`src/rtl/dsp_pkg.sv`:
```
// Shared DSP definitions: widths and the round/saturate helper.
// Used by the complex multiplier pipeline and its scaler.
package dsp_pkg;

    localparam int WA_DEF = 16;
    localparam int WB_DEF = 16;
    localparam int WF     = WA_DEF + WB_DEF + 1;
    localparam int XW     = 64;

    // Returns {sat, value}; value is round-half-up shifted and clipped to wo bits.
    function automatic logic [XW:0] sat_round(
        input logic signed [XW-1:0] x,
        input int                   shift,
        input int                   wo
    );
        logic signed [XW-1:0] r;
        logic signed [XW-1:0] hi;
        logic signed [XW-1:0] lo;
        logic                 sat;
        r = x;
        if (shift > 0) begin
            r = (x + (64'sd1 <<< (shift - 1))) >>> shift;
        end
        hi  = (64'sd1 <<< (wo - 1)) - 64'sd1;
        lo  = -(64'sd1 <<< (wo - 1));
        sat = 1'b0;
        if (r > hi) begin
            r   = hi;
            sat = 1'b1;
        end else if (r < lo) begin
            r   = lo;
            sat = 1'b1;
        end
        return {sat, r};
    endfunction

endpackage

```
`src/rtl/complex_mult_pipe_sat_round.sv`:
```
// Rounds and saturates one full-precision I/Q pair to WO bits.
// Purely combinational; the caller registers the result.
module cplx_sat_round
    import dsp_pkg::*;
#(
    parameter int WIN   = 33,
    parameter int WO    = 16,
    parameter int SHIFT = 15
) (
    input  logic signed [WIN-1:0] re,
    input  logic signed [WIN-1:0] im,
    output logic signed [WO-1:0]  out_i,
    output logic signed [WO-1:0]  out_q,
    output logic                  sat
);

    logic [XW:0] res_i;
    logic [XW:0] res_q;
    logic        unused_hi;

    // Scale both components and merge their clip flags.
    always_comb begin
        res_i     = sat_round(XW'(re), SHIFT, WO);
        res_q     = sat_round(XW'(im), SHIFT, WO);
        out_i     = res_i[WO-1:0];
        out_q     = res_q[WO-1:0];
        sat       = res_i[XW] | res_q[XW];
        unused_hi = ^{res_i[XW-1:WO], res_q[XW-1:WO]};
    end

endmodule

```
`src/rtl/complex_mult_pipe.sv`:
```
// Three-stage complex multiplier a*b or a*conj(b) with valid/ready.
// Global enable stalls every stage together when the output is blocked.
module complex_mult_pipe
    import dsp_pkg::*;
#(
    parameter int WA    = 16,
    parameter int WB    = 16,
    parameter int WO    = 16,
    parameter int SHIFT = 15,
    parameter int CNT_W = 16
) (
    input  logic                 clk,
    input  logic                 reset,
    input  logic                 in_valid,
    output logic                 in_ready,
    input  logic signed [WA-1:0] a_i,
    input  logic signed [WA-1:0] a_q,
    input  logic signed [WB-1:0] b_i,
    input  logic signed [WB-1:0] b_q,
    input  logic                 conj_b,
    output logic                 out_valid,
    input  logic                 out_ready,
    output logic signed [WO-1:0] out_i,
    output logic signed [WO-1:0] out_q,
    output logic                 out_sat,
    output logic [CNT_W-1:0]     sat_cnt,
    input  logic                 clr_cnt
);

    localparam int WP  = WA + WB;
    localparam int WFP = WA + WB + 1;
    localparam logic [CNT_W-1:0] CNT_MAX = '1;

    logic                  en;
    logic                  v1, v2;
    logic signed [WA-1:0]  s1_ai, s1_aq;
    logic signed [WB-1:0]  s1_bi, s1_bq;
    logic                  s1_cj;
    logic signed [WP-1:0]  ii, qq, iq, qi;
    logic                  s2_cj;
    logic signed [WFP-1:0] re, im;
    logic signed [WO-1:0]  r_i, r_q;
    logic                  r_sat;

    assign en       = out_ready | ~out_valid;
    assign in_ready = en;

    // S1: capture operands and the conjugate select.
    always_ff @(posedge clk or posedge reset) begin
        if (reset) begin
            v1    <= 1'b0;
            s1_ai <= '0;
            s1_aq <= '0;
            s1_bi <= '0;
            s1_bq <= '0;
            s1_cj <= 1'b0;
        end else if (en) begin
            v1    <= in_valid;
            s1_ai <= a_i;
            s1_aq <= a_q;
            s1_bi <= b_i;
            s1_bq <= b_q;
            s1_cj <= conj_b;
        end
    end

    // S2: four full-width partial products.
    always_ff @(posedge clk or posedge reset) begin
        if (reset) begin
            v2    <= 1'b0;
            ii    <= '0;
            qq    <= '0;
            iq    <= '0;
            qi    <= '0;
            s2_cj <= 1'b0;
        end else if (en) begin
            v2    <= v1;
            ii    <= WP'(s1_ai) * WP'(s1_bi);
            qq    <= WP'(s1_aq) * WP'(s1_bq);
            iq    <= WP'(s1_ai) * WP'(s1_bq);
            qi    <= WP'(s1_aq) * WP'(s1_bi);
            s2_cj <= s1_cj;
        end
    end

    // Combine products; one extra bit keeps the sum exact.
    always_comb begin
        if (s2_cj) begin
            re = WFP'(ii) + WFP'(qq);
            im = WFP'(qi) - WFP'(iq);
        end else begin
            re = WFP'(ii) - WFP'(qq);
            im = WFP'(qi) + WFP'(iq);
        end
    end

    cplx_sat_round #(
        .WIN   (WFP),
        .WO    (WO),
        .SHIFT (SHIFT)
    ) u_scale (
        .re    (re),
        .im    (im),
        .out_i (r_i),
        .out_q (r_q),
        .sat   (r_sat)
    );

    // S3: output register, held while downstream is not ready.
    always_ff @(posedge clk or posedge reset) begin
        if (reset) begin
            out_valid <= 1'b0;
            out_i     <= '0;
            out_q     <= '0;
            out_sat   <= 1'b0;
        end else if (en) begin
            out_valid <= v2;
            out_i     <= r_i;
            out_q     <= r_q;
            out_sat   <= r_sat;
        end
    end

    // Count clipped samples as they leave; clear wins, top value sticks.
    always_ff @(posedge clk or posedge reset) begin
        if (reset) begin
            sat_cnt <= '0;
        end else if (clr_cnt) begin
            sat_cnt <= '0;
        end else if (out_valid && out_ready && out_sat
                     && sat_cnt != CNT_MAX) begin
            sat_cnt <= sat_cnt + 1'b1;
        end
    end

endmodule

```
`config.mk`:
```
export PLATFORM = sky130hd
export DESIGN_NAME = complex_mult_pipe
export DESIGN_NICKNAME = d
export VERILOG_FILES = /design/src/rtl/dsp_pkg.sv /design/src/rtl/complex_mult_pipe_sat_round.sv /design/src/rtl/complex_mult_pipe.sv
export SDC_FILE = /design/constraint.sdc
export NUM_CORES = 2
export LEC_CHECK = 0
export CAP_MARGIN = 20
export CORE_MARGIN = 1
export CORE_UTILIZATION = 40
export DETAILED_ROUTE_END_ITERATION = 6
export SYNTH_ARGS = -nofsm -noshare
export SYNTH_HDL_FRONTEND = slang
export SYNTH_SLANG_ARGS = --single-unit
```
`constraint.sdc`:
```
create_clock -name clk -period 7.8 [get_ports clk]
set_clock_uncertainty 0.05 [all_clocks]
set_input_delay 1.56 -clock clk [delete_from_list [all_inputs] [get_ports clk]]
set_output_delay 1.56 -clock clk [all_outputs]
set_load 0.005 [all_outputs]
```
==> flow_summary.yaml <==
grt:
  grt_util_met1: 0.324
  met3_usage: 0.0387
  antenna_found_initial: 10
  grt_pass1_vias: 42500
  overflow: 0
  grt.met2_usage: 0.374
  grt_start_max_net_pins: 133
  grt_pass1_wl_um: 243000
  grt_use_total: 0.232
  grt_busiest_layer: "met2"
routing:
  vias: 39900
  wl_um: 151000
  first_pass_iters: 5
  viasPerCell: 5.09
  drcViolationCount: 0
  ant_nets: 0
  wire_per_inst_um: 19.3
  drtIter0Drc: 2509
critical_path:
  crit_chain: "buf_4 -> nand2_1 -> fa_1 -> fa_1 -> inv_1 -> ha_1 -> fa_1 -> ha_1 -> inv_1 -> fa_1 -> inv_1 -> ha_1 -> inv_1 -> o21bai_1 -> a21oi_1 -> and3b_1 -> o21a_1 -> o21ai_0 -> a211oi_1 -> a21o_1 -> or4_1 -> a31oi_1 -> xnor2_1 -> a21oi_1"
  worstPathArrival_ps: 7920
  path_max_fanout: 15
  critPathMaxStageDelay_ps: 920
  cp_slowest_cell: "dfrtp_1"
  crit_required_ps: 8200
  crit_path_start_kind: "flip-flop"
  path_buf_inv: 5
  rrSetupSlack_ps: 280
  path_class: "reg -> reg"
  end_kind: "flip-flop"
  crit_family: "adder cells"
cts:
  cts.htree.levels: 2
  post_cts_resize_count: 0
  cts-hold-fix-buffers: 0
  cts_root_buf: "clkbuf_16"
  cts_setup_buffers: 0
  clk_latency_ps: 620
  clockBufferDepth: 3
  clk_pin_slew_worst_paths_ps: 50
  cts_tree: "done"
  cts_made_buffers: 37
  cts.sinks: 246
sta:
  worst_pin_slew_ps: 949
  timing.final.crit_share: 0.964
  slew_viol_final: 0
  period_minus_slack_ps: 7520
  max_slew_margin: 0.367
  setup_tns_ps: 0
  setup_viol: 0
  clock.fmax_ghz: 0.133
  grt_setup_unrepaired: "false"
  hold_viol_final: 0
finish:
  layout.nets: 7574
  drive_above_1_share: 0.0470
  diodes: 0
  area_delta_synth_final_pct: 9.60
synth:
  syn_nets: 7510
  syn_area_sq_um: 53200
  yosysWarnings: 0
  synth_common_cells: "inv_1 (1,172), fa_1 (1,048), nand2_1 (975), and2_1 (413), ha_1 (396)"
  synth-seq-cells: 246
  synth-async-reset-ratio: 1.00
  synth_area_per_cell_sq_um: 8.88
  synth.most_common_cell: "inv_1"
  synth.largest_area_cell: "fa_1"
  synth_top_area_frac: 0.394
  synth.distinct_cells: 85
  synthTopCellsByArea: "fa_1 (39%), dfrtp_1 (12%), ha_1 (9.3%), inv_1 (8.3%), nand2_1 (6.9%)"
  synthFlopType: "dfrtp_1"
  syn-instance-count: 5996
  synth_edf_count: 0
  seq_area_frac_synth: 0.116
die:
  die_x_um: 367
  die-area_sq_um: 135000
  rows: 133
  floorplan.initialDensity: 0.404
  die_y_um: 367
  core_sq_um: 132000
  pin_count: 121
placement:
  portBuffers: 120
  globalplace.congestion: 0.939
  dpl.hpwl_um: 126000
flow_run:
  cap_violations: 0
status:
  status: "complete, no violations"
min_path:
  hold_path_class: "reg -> reg"
==> area by class of cell <==
class / count / area [sq um]
multi-input cells: 4308 / 41700
clock buffers: 48 / 1020
clock inverters: 17 / 255
flip-flops and latches: 246 / 6170
inverters: 1172 / 4410
fillers: 12900 / 73500
repair buffers: 295 / 2630
well taps: 1755 / 2200
==> tightest hold or removal path, cell delays in order (launching register included) <==
cell     delay, ps
dfrtp_1        330
nand2_1         50
nand2_1         50
==> metal layers <==
layer	wire, um	up-vias	share of wire
met5	52	-	0.00034
met4	3730	8	0.025
met3	10000	191	0.066
met2	69100	1064	0.46
met1	68400	20300	0.45
li1	-	18400	-
==> registers in the layout, indices dropped and copies added (netlist names) <==
| name | count |
|---|---|
| out_sat | 1 |
| s1_bq | 16 |
| s1_bi | 16 |
| out_i | 16 |
| s1_aq | 16 |
| sat_cnt | 16 |
| v2 | 1 |
| s1_cj | 1 |
| v1 | 1 |
| s2_cj | 1 |
| out_q | 16 |
| ii | 32 |
| iq | 32 |
| out_valid | 1 |
| s1_ai | 16 |
| qq | 32 |
| qi | 32 |
==> metrics by stage <==
stage / setup WS, ps / instances / util / cell area, sq um / hold slack (ps)
floorplan: 652 / 5996 / - / 53200 / 380
global placement: 234 / 7776 / 0.433 / 57000 / 401
detailed placement: 156 / 7776 / 0.433 / 57000 / 400
CTS: 115 / 7841 / 0.442 / 58300 / 419
global route: 2.35 / 7841 / 0.443 / 58300 / 432
finish: 284 / 7841 / 0.443 / 58300 / 411
==> final timing paths <==
path                            startpoint       end  cells past startpoint
worst max-delay path              s1_ai[2]    iq[31]                     24
worst min-delay path                    v2        v2                      2
worst max register to register    s1_ai[2]    iq[31]                     24
worst min register to register          v2        v2                      2
max in group asynchronous            reset  s1_ai[8]                      4
min in group asynchronous            reset  out_q[8]                      2
==> cells in the final DEF, fill, tap and decap left out, types with 9 or more instances in the layout <==
cell             Yosys  final
o31ai_1             18     18
a21oi_1            221    221
o22a_1              30     30
dfrtp_2              0     10
buf_4                0    166
a31oi_1             20     20
nand2b_1            72     72
o21bai_1            23     23
o21ai_0            112    112
ha_1               396    396
o21a_1              23     23
inv_1             1172   1170
clkbuf_16            0     38
o211ai_1             9      9
nor4_1              21     21
a211o_1              9      9
nor2b_1             23     22
a211oi_1            26     25
or3_1               26     26
nand4_1             21     21
nor3_1              59     59
clkdlybuf4s50_1      0    120
nor2_1             235    235
and2_1             413    413
fa_1              1048   1048
and3_1              19     19
dfrtp_1            246    236
xor2_1             108    108
xnor2_1            159    159
buf_12               0      9
nand3_1             46     46
nand2_1            975    975
a21o_1              69     69
==> cell families after synthesis <==
logic type / synth area share
and+or+nand+nor: 0.174
adders and majority gates: 0.487
buffers and inverters: 0.102
AOI/OAI and AO/OA: 0.0753
xor gates and xnor gates: 0.0439
DFF: 0.116
muxes: 0.00188
Power is left out: the tool's default activity adds up to more than one toggle a clock period on the data nets, which glitch-free logic cannot reach.
